### src/rtl/decode_pkg.sv
// Shared decode definitions: WISC opcodes, control-bundle layout, stage FSM states.
// Build option: DECODE_EXC_EN (makes SIIC/RTI legal; see opc_ctrl_rom).
package decode_pkg;

  localparam int CTRL_BITS = 27;

  localparam logic [4:0] OPC_HALT = 5'b00000;
  localparam logic [4:0] OPC_NOP  = 5'b00001;
  localparam logic [4:0] OPC_SIIC = 5'b00010;
  localparam logic [4:0] OPC_RTI  = 5'b00011;
  localparam logic [4:0] OPC_J    = 5'b00100;
  localparam logic [4:0] OPC_JR   = 5'b00101;
  localparam logic [4:0] OPC_JAL  = 5'b00110;
  localparam logic [4:0] OPC_JALR = 5'b00111;
  localparam logic [4:0] OPC_ST   = 5'b10000;
  localparam logic [4:0] OPC_LD   = 5'b10001;
  localparam logic [4:0] OPC_SLBI = 5'b10010;
  localparam logic [4:0] OPC_STU  = 5'b10011;
  localparam logic [4:0] OPC_LBI  = 5'b11000;
  localparam logic [4:0] OPC_BTR  = 5'b11001;

  // Destination register select
  localparam logic [1:0] DST_RD = 2'd0;  // instr[4:2]  (R-format)
  localparam logic [1:0] DST_RT = 2'd1;  // instr[7:5]  (I-format 1)
  localparam logic [1:0] DST_RS = 2'd2;  // instr[10:8] (I-format 2)
  localparam logic [1:0] DST_R7 = 2'd3;  // link register

  // Immediate select
  localparam logic [2:0] IMM_NONE = 3'd0;
  localparam logic [2:0] IMM_S5   = 3'd1;
  localparam logic [2:0] IMM_Z5   = 3'd2;
  localparam logic [2:0] IMM_S8   = 3'd3;
  localparam logic [2:0] IMM_Z8   = 3'd4;
  localparam logic [2:0] IMM_D11  = 3'd5;

  // Write-back source
  localparam logic [1:0] WB_ALU  = 2'd0;
  localparam logic [1:0] WB_MEM  = 2'd1;
  localparam logic [1:0] WB_LINK = 2'd2;

  // Bit offsets of the bundle fields (LSB first)
  localparam int F_ALU_OP   = 0;   // 5 bits
  localparam int F_REG_WRT  = 5;
  localparam int F_REG_DST  = 6;   // 2 bits
  localparam int F_ALU_SRC  = 8;
  localparam int F_IMM_SEL  = 9;   // 3 bits
  localparam int F_MEM_RD   = 12;
  localparam int F_MEM_WR   = 13;
  localparam int F_WB_SEL   = 14;  // 2 bits
  localparam int F_BRANCH   = 16;
  localparam int F_BR_COND  = 17;  // 2 bits: eqz/nez/ltz/gez
  localparam int F_JUMP     = 19;
  localparam int F_JUMP_REG = 20;
  localparam int F_LINK     = 21;
  localparam int F_HALT     = 22;
  localparam int F_EXC      = 23;
  localparam int F_RTI      = 24;
  localparam int F_FUNCT_EN = 25;
  localparam int F_RS_RD    = 26;

  // Same layout as the offsets above, MSB first
  typedef struct packed {
    logic       rs_rd;
    logic       funct_en;
    logic       rti;
    logic       exc;
    logic       halt;
    logic       link;
    logic       jump_reg;
    logic       jump;
    logic [1:0] br_cond;
    logic       branch;
    logic [1:0] wb_sel;
    logic       mem_wr;
    logic       mem_rd;
    logic [2:0] imm_sel;
    logic       alu_src;
    logic [1:0] reg_dst;
    logic       reg_wrt;
    logic [4:0] alu_op;
  } ctrl_t;

  typedef enum logic [1:0] {ST_RUN, ST_HALT_PEND, ST_HALTED} state_t;

endpackage

### src/rtl/opc_ctrl_rom.sv
// Combinational opcode -> {legal, control bundle} table. Unused fields are always 0.
// Build option: DECODE_EXC_EN makes SIIC/RTI legal; otherwise they decode as illegal.
module opc_ctrl_rom
  import decode_pkg::*;
#(
  parameter int OPC_W  = 5,
  parameter int CTRL_W = 27
) (
  input  logic [OPC_W-1:0]  opc_i,
  output logic              legal_o,
  output logic [CTRL_W-1:0] ctrl_o
);

  ctrl_t c;
  logic  legal;

  // Per-opcode field table; start from an all-zero bundle so nothing is ever X
  always_comb begin
    c     = '0;
    legal = 1'b1;
    casez (opc_i)
      OPC_HALT: c.halt = 1'b1;
      OPC_NOP:  c = '0;
`ifdef DECODE_EXC_EN
      OPC_SIIC: c.exc = 1'b1;
      OPC_RTI:  c.rti = 1'b1;
`else
      OPC_SIIC: legal = 1'b0;
      OPC_RTI:  legal = 1'b0;
`endif
      OPC_J:    begin c.jump = 1'b1; c.imm_sel = IMM_D11; end
      OPC_JR:   begin c.jump = 1'b1; c.jump_reg = 1'b1; c.imm_sel = IMM_S8; c.rs_rd = 1'b1; end
      OPC_JAL:  begin
        c.jump = 1'b1; c.link = 1'b1; c.imm_sel = IMM_D11;
        c.reg_wrt = 1'b1; c.reg_dst = DST_R7; c.wb_sel = WB_LINK;
      end
      OPC_JALR: begin
        c.jump = 1'b1; c.jump_reg = 1'b1; c.link = 1'b1; c.imm_sel = IMM_S8; c.rs_rd = 1'b1;
        c.reg_wrt = 1'b1; c.reg_dst = DST_R7; c.wb_sel = WB_LINK;
      end
      5'b010??: begin  // ADDI/SUBI sign-extend, XORI/ANDNI zero-extend
        c.alu_op = opc_i; c.reg_wrt = 1'b1; c.reg_dst = DST_RT; c.alu_src = 1'b1; c.rs_rd = 1'b1;
        c.imm_sel = opc_i[1] ? IMM_Z5 : IMM_S5;
      end
      5'b011??: begin  // BEQZ/BNEZ/BLTZ/BGEZ, condition in opcode low bits
        c.alu_op = opc_i; c.branch = 1'b1; c.br_cond = opc_i[1:0]; c.imm_sel = IMM_S8; c.rs_rd = 1'b1;
      end
      OPC_ST:   begin
        c.alu_op = opc_i; c.mem_wr = 1'b1; c.alu_src = 1'b1; c.imm_sel = IMM_S5; c.rs_rd = 1'b1;
      end
      OPC_LD:   begin
        c.alu_op = opc_i; c.mem_rd = 1'b1; c.reg_wrt = 1'b1; c.reg_dst = DST_RT; c.wb_sel = WB_MEM;
        c.alu_src = 1'b1; c.imm_sel = IMM_S5; c.rs_rd = 1'b1;
      end
      OPC_SLBI: begin
        c.alu_op = opc_i; c.reg_wrt = 1'b1; c.reg_dst = DST_RS; c.alu_src = 1'b1;
        c.imm_sel = IMM_Z8; c.rs_rd = 1'b1;
      end
      OPC_STU:  begin  // store, then write the updated address back to Rs
        c.alu_op = opc_i; c.mem_wr = 1'b1; c.reg_wrt = 1'b1; c.reg_dst = DST_RS;
        c.alu_src = 1'b1; c.imm_sel = IMM_S5; c.rs_rd = 1'b1;
      end
      5'b101??: begin  // ROLI/SLLI/RORI/SRLI
        c.alu_op = opc_i; c.reg_wrt = 1'b1; c.reg_dst = DST_RT; c.alu_src = 1'b1;
        c.imm_sel = IMM_Z5; c.rs_rd = 1'b1;
      end
      OPC_LBI:  begin
        c.alu_op = opc_i; c.reg_wrt = 1'b1; c.reg_dst = DST_RS; c.alu_src = 1'b1; c.imm_sel = IMM_S8;
      end
      OPC_BTR:  begin c.alu_op = opc_i; c.reg_wrt = 1'b1; c.reg_dst = DST_RD; c.rs_rd = 1'b1; end
      5'b1101?: begin  // R-format shift/arith, operation refined by funct bits
        c.alu_op = opc_i; c.reg_wrt = 1'b1; c.reg_dst = DST_RD; c.rs_rd = 1'b1; c.funct_en = 1'b1;
      end
      5'b111??: begin  // SEQ/SLT/SLE/SCO
        c.alu_op = opc_i; c.reg_wrt = 1'b1; c.reg_dst = DST_RD; c.rs_rd = 1'b1;
      end
      default:  legal = 1'b0;
    endcase
  end

  assign legal_o = legal;
  assign ctrl_o  = legal ? c : '0;

endmodule

### src/rtl/decode_stage_ctrl.sv
// Registered WISC decode stage: ID/EX register with stall/flush bubbles, halt drain FSM,
// sticky illegal-opcode capture and accepted-instruction counter.
// Build option: DECODE_EXC_EN (SIIC/RTI decoded as legal exception ops).
module decode_stage_ctrl
  import decode_pkg::*;
#(
  parameter int INSTR_W   = 16,
  parameter int OPC_W     = 5,
  parameter int CTRL_W    = 27,
  parameter int DRAIN_CYC = 3,
  parameter int CNT_W     = 32
) (
  input  logic               clk,
  input  logic               rst,
  input  logic               if_valid_i,
  input  logic [INSTR_W-1:0] if_instr_i,
  input  logic               id_stall_i,
  input  logic               id_flush_i,
  input  logic               ext_halt_i,
  output logic               id_ready_o,
  output logic               ex_valid_o,
  output logic [CTRL_W-1:0]  ex_ctrl_o,
  output logic [INSTR_W-1:0] ex_instr_o,
  output logic               halt_o,
  output logic               err_o,
  output logic [OPC_W-1:0]   err_opc_o,
  output logic [CNT_W-1:0]   dec_cnt_o
);

  localparam int DW = (DRAIN_CYC > 0) ? $clog2(DRAIN_CYC + 1) : 1;

  logic [OPC_W-1:0]   opc;
  logic               rom_legal;
  logic [CTRL_W-1:0]  rom_ctrl;
  logic               accept;
  logic               halt_op;

  state_t             state_q, state_d;
  logic [DW-1:0]      drain_q, drain_d;
  logic               pend_ext_q, pend_ext_d;  // pending halt came from ext_halt: not flushable

  logic               ex_valid_q;
  logic [CTRL_W-1:0]  ex_ctrl_q;
  logic [INSTR_W-1:0] ex_instr_q;
  logic               err_q;
  logic [OPC_W-1:0]   err_opc_q;
  logic [CNT_W-1:0]   cnt_q;

  assign opc = if_instr_i[INSTR_W-1 -: OPC_W];

  opc_ctrl_rom #(.OPC_W(OPC_W), .CTRL_W(CTRL_W)) u_rom (
    .opc_i   (opc),
    .legal_o (rom_legal),
    .ctrl_o  (rom_ctrl)
  );

  // Flush beats stall beats valid; nothing enters once a halt is pending
  assign accept  = if_valid_i & ~id_stall_i & ~id_flush_i & (state_q == ST_RUN);
  assign halt_op = accept & rom_ctrl[F_HALT];

  // Halt drain: count down DRAIN_CYC cycles, then park in HALTED until reset
  always_comb begin
    state_d    = state_q;
    drain_d    = drain_q;
    pend_ext_d = pend_ext_q;
    unique case (state_q)
      ST_RUN: begin
        if (halt_op | ext_halt_i) begin
          state_d    = ST_HALT_PEND;
          drain_d    = DW'(DRAIN_CYC);
          pend_ext_d = ext_halt_i;
        end
      end
      ST_HALT_PEND: begin
        // an ext_halt arriving during an opcode-caused drain also makes it unflushable
        pend_ext_d = pend_ext_q | ext_halt_i;
        if (id_flush_i & ~pend_ext_d) begin
          state_d    = ST_RUN;   // halt was on a wrong path
          pend_ext_d = 1'b0;
        end else if (drain_q == '0) begin
          state_d = ST_HALTED;
        end else begin
          drain_d = drain_q - DW'(1);
        end
      end
      ST_HALTED: state_d = ST_HALTED;
      default:   state_d = ST_RUN;
    endcase
  end

  // FSM state register
  always_ff @(posedge clk) begin
    if (rst) begin
      state_q    <= ST_RUN;
      drain_q    <= '0;
      pend_ext_q <= 1'b0;
    end else begin
      state_q    <= state_d;
      drain_q    <= drain_d;
      pend_ext_q <= pend_ext_d;
    end
  end

  // ID/EX register: accepted instr moves on, otherwise a zero bundle bubble (instr holds)
  always_ff @(posedge clk) begin
    if (rst) begin
      ex_valid_q <= 1'b0;
      ex_ctrl_q  <= '0;
      ex_instr_q <= '0;
    end else begin
      ex_valid_q <= accept;
      ex_ctrl_q  <= accept ? rom_ctrl : '0;
      if (accept) ex_instr_q <= if_instr_i;
    end
  end

  // Sticky first-illegal-opcode capture and wrapping accept counter
  always_ff @(posedge clk) begin
    if (rst) begin
      err_q     <= 1'b0;
      err_opc_q <= '0;
      cnt_q     <= '0;
    end else begin
      if (accept) cnt_q <= cnt_q + CNT_W'(1);
      if (accept & ~rom_legal) begin
        err_q <= 1'b1;
        if (!err_q) err_opc_q <= opc;
      end
    end
  end

  assign id_ready_o = accept;
  assign ex_valid_o = ex_valid_q;
  assign ex_ctrl_o  = ex_ctrl_q;
  assign ex_instr_o = ex_instr_q;
  assign halt_o     = (state_q == ST_HALTED);
  assign err_o      = err_q;
  assign err_opc_o  = err_opc_q;
  assign dec_cnt_o  = cnt_q;

endmodule

### config.mk
export PLATFORM = sky130hd
export DESIGN_NAME = decode_stage_ctrl
export DESIGN_NICKNAME = d
export VERILOG_FILES = /design/src/rtl/decode_pkg.sv /design/src/rtl/opc_ctrl_rom.sv /design/src/rtl/decode_stage_ctrl.sv
export SDC_FILE = /design/constraint.sdc
export NUM_CORES = 1
export LEC_CHECK = 0
export ABC_AREA = 1
export BUFFER_PORTS_ARGS = -buffer_cell sky130_fd_sc_hd__buf_2
export CAP_MARGIN = 10
export CELL_PAD_IN_SITES_DETAIL_PLACEMENT = 1
export CELL_PAD_IN_SITES_GLOBAL_PLACEMENT = 1
export CORE_MARGIN = 3
export CORE_UTILIZATION = 40
export CTS_CLUSTER_SIZE = 12
export DETAILED_ROUTE_END_ITERATION = 10
export GPL_TIMING_DRIVEN = 0
export PLACE_DENSITY_LB_ADDON = 0.1
export SYNTH_ARGS = -nofsm -noshare
export SYNTH_HDL_FRONTEND = slang
export SYNTH_HIERARCHICAL = 1
export SYNTH_SLANG_ARGS = --single-unit
export TNS_END_PERCENT = 100
### constraint.sdc
create_clock -name clk -period 2.6 [get_ports clk]
set_clock_uncertainty 0.15 [all_clocks]
set_input_delay 0.78 -clock clk [delete_from_list [all_inputs] [get_ports clk]]
set_output_delay 0.78 -clock clk [all_outputs]
set_load 0.005 [all_outputs]
=== Word level (Yosys, flattened, before mapping) ===
Cells that the tools add are included.

* Register bits after elaboration: 87
* Input port bits: 22

* $add $sub $neg: 2
* Equal/unequal tests: 23
* Multiplexer cells: 27
* Bitwise gates (word level): 15
* Reductions and logical operators: 26

{| class="wikitable"
|+ Operators with widths
! cell !! number
|-
| adder 32 x 1 -> 32 bit (second input constant) || 1
|-
| == test 5 bit (second input constant) || 6
|-
| two-way mux 23 bit || 1
|-
| == test 5 x 3 -> 1 bit (second input constant) || 4
|-
| case mux 3 bit (6 select lines) || 1
|-
| two-way mux 2 bit || 7
|-
| case mux 3 bit (4 select lines) || 1
|-
| OR reduction 12 bit || 1
|-
| OR reduction 2 bit || 6
|-
| OR reduction 3 bit || 4
|-
| OR reduction 4 bit || 3
|-
| two-way mux 1 bit || 11
|-
| OR reduction 11 bit || 1
|-
| == test 5 x 2 -> 1 bit (second input constant) || 2
|-
| OR reduction 5 bit || 2
|-
| case mux 2 bit (2 select lines) || 2
|-
| inverter 1 bit || 7
|-
| OR reduction 7 bit || 1
|-
| AND 1 bit || 6
|-
| == test 3 x 2 -> 1 bit (second input constant) || 2
|-
| == test 3 bit (second input constant) || 2
|-
| case mux 2 bit (3 select lines) || 1
|-
| AND reduction 2 bit || 3
|-
| logical NOT 5 bit || 1
|-
| 14 further kinds || 17
|}

=== Depth between registers and ports, before layout ===
Gate-level depths: netlist of the first run.

* Word-level depth: 8
* Depth in mapped cells: 11
* Mapped depth without buffers: 10

=== By module ===
The synthesis of the first run kept the hierarchy.

{| class="wikitable"
|+ Modules (own cells, without submodules)
! module !! times used !! cells an instance !! area an instance (sq um)
|-
| decode_stage_ctrl || 1 || 486 || 3603.5
|-
| opc_ctrl_rom || 1 || 82 || 384.1
|}

=== Worst setup path before layout of the first run ===
No wires, ideal clock.

* Path type: in2out
* From: in id_stall_i
* To: out id_ready_o
* Arrival time: 1.331 ns
* Data required time: 1.670 ns
* Path slack: 0.339 ns
* Stages on the path: 5
* Path buffers: 2
* Cell sequence: inv_1 -> nand2_2 -> nor2_4 -> buf_4 -> buf_6

* Word-level cells in the longest chain between the ends: 4

{| class="wikitable"
|+ Ends and longest elaborated chain
! item !! line !! source
|-
| from (decl) || decode_stage_ctrl.sv:17 || <nowiki>input logic id_stall_i,</nowiki>
|-
| inverter 1 bit || decode_stage_ctrl.sv:58 || <nowiki>assign accept = if_valid_i & ~id_stall_i & ~id_flush_i & (state_q == ST_RUN);</nowiki>
|-
| AND 1 bit (3 in a row) || decode_stage_ctrl.sv:58 ||
|-
| to (decl) || decode_stage_ctrl.sv:20 || <nowiki>output logic id_ready_o,</nowiki>
|}

No other way between the ends.

=== Worst setup path after layout of the first run ===
* From: in id_flush_i
* To: out id_ready_o

* Word-level cells in the longest chain between the ends: 3

{| class="wikitable"
|+ Ends and longest elaborated chain
! item !! line !! source
|-
| from (decl) || decode_stage_ctrl.sv:18 || <nowiki>input logic id_flush_i,</nowiki>
|-
| inverter 1 bit || decode_stage_ctrl.sv:58 ||
|-
| AND 1 bit (2 in a row) || decode_stage_ctrl.sv:58 ||
|}

No other way between the ends.

==> run_results.csv, run 1 <==
group,metric,value,unit
pwr,ir_drop,0.000224,V
critical_path,cp-end-kind,"primary output",
routing,drtIter0Drc,95,
placement,hpwl,8610,µm
layout,finish.utilization,0.514,
global_routing,grt_start_max_net_pins,15,
critical_path,critPathMaxFanout,10,
synthesis,yosysUniqueCellTypes,37,
pwr,power.density,508,nW/µm²
synthesis,synth_edf_count,0,
synthesis,synth_cells,568,
sta,final_max_slew_viol_count,0,
placement,post-place-cells,802,
worst_hold_path,hold_class,"reg2reg",
routing,vias_per_cell,4.75,
layout,layout-drive-gt1-share,0.245,
layout,area_growth,21.9,%
clock_network,clock_latency,0.36,ns
layout,nets,709,
placement,detailed_place.area,4670,µm²
flow_run,cap_violations,0,
sta,finalHoldViolCount,0,
sta,fin_tns_setup,0,ns
critical_path,arrival,1.59,ns
routing,drc,0,
floorplanning,die_h,106,µm
placement,portBuffers,104,
sta,fmax,397,MHz
critical_path,criticalPathCategory,"in2out",
sta,timing.hold.ws,0.321,ns
synthesis,yosysWarnings,6,
routing,vias,3889,
global_routing,grt_overflow_total,0,
layout,final_common_cell,"nand2_1",
synthesis,yosys_most_used_dff,"dfxtp_1",
critical_path,required,1.67,ns
global_routing,track_usage,0.206,
routing,drt_pass1_iterations,4,
placement,gp_congestion,0.836,
pwr,p_leak,2.34,nW
sta,relSlewSlack,0.610,
synthesis,synth-seq-area-share,0.437,
layout,fin_area,4860,µm²
sta,period_needed,2.52,ns
synthesis,ys_ff_latch,87,
routing,ant_nets,0,
clock_network,clk_pin_slew_worst_paths,0.09,ns
synthesis,avgSynthCellArea,7.02,µm²
clock_network,htree_levels,3,
clock_network,cts_buffers,9,
global_routing,grt_pass1_vias,4004,
synthesis,synth_area,3990,µm²
clock_network,cts.sinks,87,
sta,period_share,0.968,
sta,setup_viol,0,
floorplanning,die_area,11200,µm²
global_routing,grt_pass1_wl,18800,µm
clock_network,ctsHoldBuffers,0,
clock_network,tritoncts,"yes",
synthesis,async_flop_share,0,
layout,final_cell_mix,"nand2_1 (120), buf_2 (106), nor2_1 (103)",
floorplanning,num_io_pins,106,
layout,n_antenna_cell,0,
layout,instances_no_fill,819,
floorplanning,initial_core_util,0.422,
global_routing,antenna_found_initial,0,
sta,tightest_slew,0.586,ns
outcome,status,"finished clean",
sta,rsz0062_at_grt,"false",
critical_path,start_kind,"input port",
routing,wirelength,11100,µm
floorplanning,core,9460,µm²
floorplanning,std_cell_rows,35,
clock_network,cts_root_buffer,"clkbuf_8",
floorplanning,die_x,106,µm
clock_network,max-clock-path-buffers,2,
routing,wl_per_cell,13.5,µm
-- repair_timing --
| action | in CTS | in global routing |
|---|---|---|
| setup endpoints to repair | 1 | 1 |
| pin swaps | 0 | 2 |
| gates cloned | 0 | 0 |
| gates resized for setup | 1 | 0 |
| setup buffers | 0 | 1 |
-- worst max-delay path, cell delays in order --
cell	delay, ns
buf_2	0.13
inv_1	0.07
nand2_2	0.06
nor2_4	0.12
buf_6	0.15
buf_6	0.15
buf_2	0.12
-- metrics by stage --
| step | setup slack, ns | total power, W |
|---|---|---|
| 6_report | 0.0825 | 0.00247 |
| 5_1_grt | 0.00590 | 0.00258 |
| 4_1_cts | 0.0198 | 0.00250 |
| 3_5_place_dp | -0.00790 | 0.00162 |
| 3_3_place_gp | 0.0225 | 0.00161 |
| 2_1_floorplan | 0.339 | 0.00154 |
-- registers in the layout, summed over array words and instances, names as in the netlist --
name and cells:
drain_q 2, pend_ext_q 1, dec_cnt_o 32, err_o 1
ex_valid_o 1, ex_ctrl_o 27, err_opc_o 5, ex_instr_o 16
state_q 2
-- synthesized netlist by cell type (2+ instances only) --
library cell	count	area share
inv_1	83	0.078
o21a_1	2	0.0038
clkbuf_1	8	0.0075
nor2_2	9	0.014
dfxtp_1	87	0.44
nand2_2	3	0.0047
nor2_1	103	0.097
nor3b_2	2	0.0063
inv_2	10	0.0094
o21ai_1	4	0.0050
buf_6	2	0.0056
nor3_1	9	0.011
xnor2_1	2	0.0044
nor3b_1	3	0.0056
nor2_4	8	0.023
a21oi_1	38	0.048
nand3_1	27	0.034
nand4_1	7	0.011
buf_2	2	0.0025
nand4_2	4	0.013
o21ai_0	12	0.015
o21bai_1	4	0.0075
ha_1	2	0.0063
nand2_1	120	0.11
buf_4	5	0.0094
-- kinds of logic (layout without fill, tap and decap cells) --
family | count (synthesis) | in the layout | share of synthesized area
other | 1 | 2 | 0.000940
flip-flops | 87 | 87 | 0.437
adder cells (fa/ha/maj) | 2 | 2 | 0.00627
buffers and inverters | 112 | 233 | 0.116
XOR/XNOR | 3 | 3 | 0.00659
AND/OR/NAND/NOR | 302 | 302 | 0.352
AO/OA/AOI/OAI | 61 | 61 | 0.0813
-- where the power goes --
part	switching [W]	internal [W]
clock	0.000506	0.000379
sequential	0.0000118	0.00135
combinational	0.000141	0.0000791
total	0.000658	0.00181
-- metal layers --
layer	global-route usage	routed length, µm	vias up
li1	-	-	1973
met1	0.234	4620	1840
met2	0.385	5770	65
met3	0.0484	542	11
met4	0.0555	135	0
met5	0	0	-
-- final cells by class --
cell class	count	area, µm²
Buffer	19	118
Clock buffer	12	145
Clock inverter	4	30.0
Fill cell	1307	4600
Inverter	93	349
Multi-Input combinational cell	370	1790
Sequential cell	87	1740
Tap cell	129	161
Timing Repair Buffer	105	528
-- path summary, 6_finish.rpt --
kind         slack (ns)           from  depth (start not counted)            end
max                0.08     id_flush_i                          7     id_ready_o
min                0.32  ex_instr_o[9]                          2  ex_instr_o[9]
min reg2reg        0.32  ex_instr_o[9]                          2  ex_instr_o[9]
max reg2reg        0.80  dec_cnt_o[22]                          9  dec_cnt_o[31]
(Power assumes the default switching activity.)
==> inputs of run 2 (changes only) <==
CORE_MARGIN = unset   (was 3)
RECOVER_POWER = 25   (was unset)
==> run_results.csv, run 2 (synthesis gave the netlist of run 1 again) <==
group,metric,value,unit
outcome,status,"finished clean",
sta,period_share,0.967,
worst_hold_path,holdPathStages,2,
global_routing,grt_overflow_total,0,
critical_path,critPathBufInv,5,
clock_network,clock_latency,0.35,ns
clock_network,htree_levels,3,
routing,vias_per_cell,4.74,
critical_path,arrival,1.59,ns
critical_path,cp_slowest_stage_delay,0.15,ns
floorplanning,std_cell_rows,36,
critical_path,rr_worst_depth,8,
floorplanning,num_io_pins,106,
global_routing,top_usage_layer,"met2",
layout,finish.utilization,0.497,
floorplanning,initial_core_util,0.410,
sta,finalHoldViolCount,0,
global_routing,use_met1,0.252,
sta,relSlewSlack,0.642,
pwr,power.density,512,nW/µm²
placement,portBuffers,104,
worst_hold_path,worstHoldStart,"ex_instr_o[5]",
global_routing,track_usage,0.225,
clock_network,clk_pin_slew_worst_paths,0.08,ns
worst_hold_path,hold_class,"reg2reg",
layout,instances_no_fill,826,
sta,setup_viol,0,
clock_network,cts.sinks,87,
layout,area_growth,21.2,%
global_routing,grtUsageMet2,0.419,
critical_path,cpMaxStageDelayCell,"buf_6",
clock_network,tritoncts,"yes",
critical_path,critical_path.cell_chain,"buf_2, inv_1, nand2_2, nor2_4, buf_6, buf_6, buf_2",
routing,drtIter0Drc,38,
routing,wirelength,11000,µm
floorplanning,die_x,102,µm
placement,post-place-cells,806,
global_routing,antenna_found_initial,0,
clock_network,max-clock-path-buffers,2,
placement,gp_congestion,0.795,
critical_path,criticalPathCategory,"in2out",
sta,rsz0062_at_grt,"false",
routing,vias,3917,
routing,drt_pass1_iterations,4,
pwr,p_leak,2.33,nW
sta,final_max_slew_viol_count,0,
critical_path,startpoint,"id_flush_i",
layout,final_common_cell,"nand2_1",
worst_hold_path,hold_end,"ex_instr_o[5]",
floorplanning,core,9730,µm²
layout,n_antenna_cell,0,
global_routing,grt_pass1_vias,3997,
layout,nets,713,
sta,tightest_slew,0.537,ns
layout,final_cell_mix,"nand2_1 (120), nor2_1 (108), buf_2 (101)",
layout,layout-drive-gt1-share,0.224,
pwr,ir_drop,0.000250,V
floorplanning,die_h,102,µm
placement,hpwl,8450,µm
sta,period_needed,2.52,ns
critical_path,reg2reg_setup_slack,0.58,ns
critical_path,start_kind,"input port",
floorplanning,die_area,10400,µm²
routing,wl_per_cell,13.3,µm
clock_network,cts_root_buffer,"clkbuf_8",
global_routing,grtUsageMet3,0.0540,
routing,drc,0,
flow_run,cap_violations,0,
critical_path,rr_endpoint,"dec_cnt_o[25]",
critical_path,cp-end-kind,"primary output",
routing,ant_nets,0,
sta,finalWorstSetupSlack,0.0845,ns
placement,pre_cts_ws,-0.0240,ns
critical_path,critPathMaxFanout,10,
clock_network,cts_buffers,9,
critical_path,required,1.67,ns
global_routing,grt_start_max_net_pins,13,
sta,fmax,398,MHz
global_routing,grt_pass1_wl,18100,µm
critical_path,cp_top_family,"buffers and inverters",
layout,largest_reg_flops,32,
critical_path,r2r-start,"state_q[0]",
[run 2: where the power goes]
group | internal, W | switching (W) | leakage [nW] | total, W
Clock | 0.000423 | 0.000458 | 0.0898 | 0.000881
Combinational | 0.0000879 | 0.000140 | 1.53 | 0.000228
Sequential | 0.00135 | 0.0000124 | 0.703 | 0.00137
[run 2: routing by layer]
| layer | vias up | share of wire |
|---|---|---|
| li1 | 1979 | - |
| met1 | 1863 | 0.44 |
| met2 | 62 | 0.51 |
| met3 | 13 | 0.039 |
| met4 | 0 | 0.013 |
| met5 | - | 0 |
[run 2: final cells by class]
class	instances	area (µm²)
Buffer	19	115
Fill cell	1347	4900
Tap cell	133	166
Timing Repair Buffer	109	554
Multi-Input combinational cell	370	1730
Inverter	93	349
Clock buffer	15	176
Sequential cell	87	1740
[run 2: metrics by stage]
stage,area (µm²),total power (W),TNS [ns],hold slack [ns]
3_3_place_gp,4680,0.00161,0,0.299
2_1_floorplan,3990,0.00154,0,0.283
5_1_grt,4830,0.00260,0,0.345
4_1_cts,4870,0.00250,0,0.319
3_5_place_dp,4680,0.00162,-0.0240,0.306
6_report,4830,0.00248,0,0.315
[run 2: worst reg2reg max path, delay by kind of cell (launching register included)]
family / cells / cell delay (ns)
flip-flops: 1 / 0.37
buffers and inverters: 1 / 0.16
AND/OR/NAND/NOR: 7 / 1.29
[run 2: how the worst max path moves through the flow]
stage / endpoint / slack [ns] / cells after the start
CTS: id_ready_o / 0.06 / 7
global route: id_ready_o / 0.02 / 7
finish: id_ready_o / 0.08 / 7
floorplan: id_ready_o / 0.34 / 5
global placement: id_ready_o / 0.02 / 7
detailed placement: id_ready_o / -0.02 / 7
[run 2: what timing repair did]
| item | 4_1_cts | 5_1_grt |
|---|---|---|
| hold buffers | 0 | 0 |
| pin swaps | 1 | 1 |
| buffers inserted | 1 | 4 |
| setup endpoints to repair | 1 | 1 |
| resized for setup | 1 | 0 |
==> inputs of run 3 (changes only) <==
CORE_UTILIZATION = 39   (was 40)
SYNTH_HIERARCHICAL = unset   (was 1)
clock period = 3.2 ns   (was 2.6 ns; I/O delays follow)
==> run_results.csv, run 3 <==
group,metric,value,unit
outcome,status,"finished clean",
global_routing,grt_overflow_total,0,
clock_network,cts_buffers,9,
sta,timing.hold.ws,0.307,ns
synthesis,yosysUniqueCellTypes,36,
worst_hold_path,holdPathStages,2,
critical_path,endpoint,"id_ready_o",
sta,finalHoldViolCount,0,
synthesis,ys_ff_latch,85,
pwr,p_leak,2.17,nW
routing,vias,3848,
synthesis,synth_cells,531,
critical_path,startpoint,"id_flush_i",
critical_path,rr_worst_depth,8,
pwr,p_total,0.00205,W
global_routing,grt_start_max_net_pins,16,
synthesis,synth.most_common_cell,"nand2_1",
sta,fin_tns_setup,0,ns
sta,period_share,0.953,
floorplanning,die_area,10100,µm²
floorplanning,std_cell_rows,35,
clock_network,tritoncts,"yes",
critical_path,reg2reg_setup_slack,1.26,ns
clock_network,max-clock-path-buffers,2,
layout,layout-drive-gt1-share,0.222,
pwr,power.density,439,nW/µm²
sta,period_needed,3.05,ns
synthesis,synth_area,3800,µm²
sta,final_max_slew_viol_count,0,
routing,drtIter0Drc,71,
layout,n_antenna_cell,0,
flow_run,cap_violations,0,
floorplanning,core,9330,µm²
clock_network,clk_pin_slew_worst_paths,0.09,ns
placement,post-place-cells,763,
routing,drc,0,
routing,wirelength,10900,µm
global_routing,grt_pass1_vias,3774,
synthesis,yosys_most_used_dff,"dfxtp_1",
placement,portBuffers,102,
critical_path,start_kind,"input port",
routing,vias_per_cell,4.92,
layout,nets,672,
synthesis,async_flop_share,0,
layout,final_common_cell,"nand2_1",
critical_path,critPathMaxFanout,10,
clock_network,ctsHoldBuffers,0,
floorplanning,initial_core_util,0.407,
clock_network,cts_root_buffer,"clkbuf_8",
layout,area_growth,22.8,%
floorplanning,die_x,101,µm
layout,largest_reg_flops,32,
placement,gp_congestion,0.865,
synthesis,synth_top_area_share,0.448,
sta,setup_viol,0,
layout,nFillCells,1262,
sta,rsz0062_at_grt,"false",
routing,ant_nets,0,
layout,final_cell_mix,"nand2_1 (118), buf_2 (94), dfxtp_1 (85)",
clock_network,cts.sinks,85,
critical_path,criticalPathCategory,"in2out",
critical_path,r2r-start,"dec_cnt_o[0]",
routing,wl_per_cell,13.9,µm
sta,relSlewSlack,0.581,
clock_network,htree_levels,3,
clock_network,clock_latency,0.36,ns
layout,instances_no_fill,782,
critical_path,rr_endpoint,"dec_cnt_o[18]",
synthesis,synth_edf_count,0,
global_routing,track_usage,0.225,
synthesis,avgSynthCellArea,7.15,µm²
global_routing,grt_pass1_wl,17900,µm
routing,drt_pass1_iterations,4,
placement,hpwl,8440,µm
synthesis,synth-seq-area-share,0.448,
floorplanning,num_io_pins,106,
synthesis,yosysWarnings,0,
synthesis,synth_top_cell_by_area,"dfxtp_1",
worst_hold_path,hold_class,"reg2reg",
pwr,ir_drop,0.000203,V
critical_path,cp-end-kind,"primary output",
critical_path,required,2.09,ns
sta,tightest_slew,0.629,ns
floorplanning,die_h,101,µm
synthesis,synth.area.top_cells,"dfxtp_1 (45%), nand2_1 (12%), nor2_1 (7.4%), inv_1 (6.5%), a21oi_1 (5.7%)",
sta,fmax,328,MHz
critical_path,arrival,1.94,ns
synthesis,synth_common_cells,"nand2_1 (118), dfxtp_1 (85), nor2_1 (75), inv_1 (66), a21oi_1 (43)",
global_routing,antenna_found_initial,0,
==> run 3: cell count changes after synthesis, sizes merged, moves of 3 or more <==
cell	change
a21oi	+7
clkbuf	-4
inv	-23
nand2	-3
nand3	+15
nor2	-32
nor3	+9
nor3b	-3
o21ai	-3
o21bai	-3
==> run 3: worst max-delay path, cell delays in order <==
cell        delay [ns]
clkbuf_1          0.10
nor2_1            0.20
nand3_4           0.20
clkinvlp_4        0.17
buf_4             0.17
buf_2             0.12
==> run 3: worst min-delay path by stage <==
stage                        end  slack (ns)          from
floorplan           err_opc_o[2]        0.29  err_opc_o[2]
global placement    err_opc_o[2]        0.27  err_opc_o[2]
detailed placement  err_opc_o[2]        0.29  err_opc_o[2]
CTS                 err_opc_o[2]        0.30  err_opc_o[2]
global route        err_opc_o[2]        0.32  err_opc_o[2]
finish              err_opc_o[2]        0.31  err_opc_o[2]
==> run 3: where the power goes <==
part,switching [W],internal [W]
logic,0.000105,0.0000560
clock network,0.000412,0.000388
registers,0.0000116,0.00108
total,0.000528,0.00152
==> run 3: kinds of logic after synthesis <==
group                      count (synthesis)  share of synthesized area
buffers and inverters                     86                     0.0959
AOI/OAI and AO/OA                         62                     0.0850
adders and majority gates                  2                    0.00659
DFF                                       85                      0.448
and+or+nand+nor                          292                      0.357
xor gates and xnor gates                   3                    0.00692
other                                      1                   0.000988
==> run 3: area by class of cell <==
cell class	instances	area, µm²	share of cell area
timing repair buffer	105	522	0.112
clock buffer	10	138	0.0295
multi-input combinational	361	1720	0.369
clock inverter	6	68.8	0.0148
buffer	14	76.3	0.0164
inverter	72	274	0.0587
tap	129	161	0.0346
sequential	85	1700	0.365
==> run 3: routing by layer <==
layer	track usage	routed length (µm)
met2	0.386	5250
met1	0.276	4890
met5	0	0
met4	0.0725	155
met3	0.0583	616
==> run 3: stage by stage <==
step | area (µm²) | setup slack, ns | utilization
2_1_floorplan | 3800 | 0.512 | -
3_3_place_gp | 4470 | 0.0576 | 0.480
3_5_place_dp | 4470 | 0.0190 | 0.480
4_1_cts | 4680 | 0.00726 | 0.502
5_1_grt | 4660 | 0.102 | 0.500
6_report | 4660 | 0.152 | 0.500
==> run 3: repair_timing <==
item                                    in CTS  in global routing
setup buffers                                0                  3
endpoints found under the setup margin       0                  1
gates resized for setup                      0                  1
endpoints found under the hold margin        0                  0
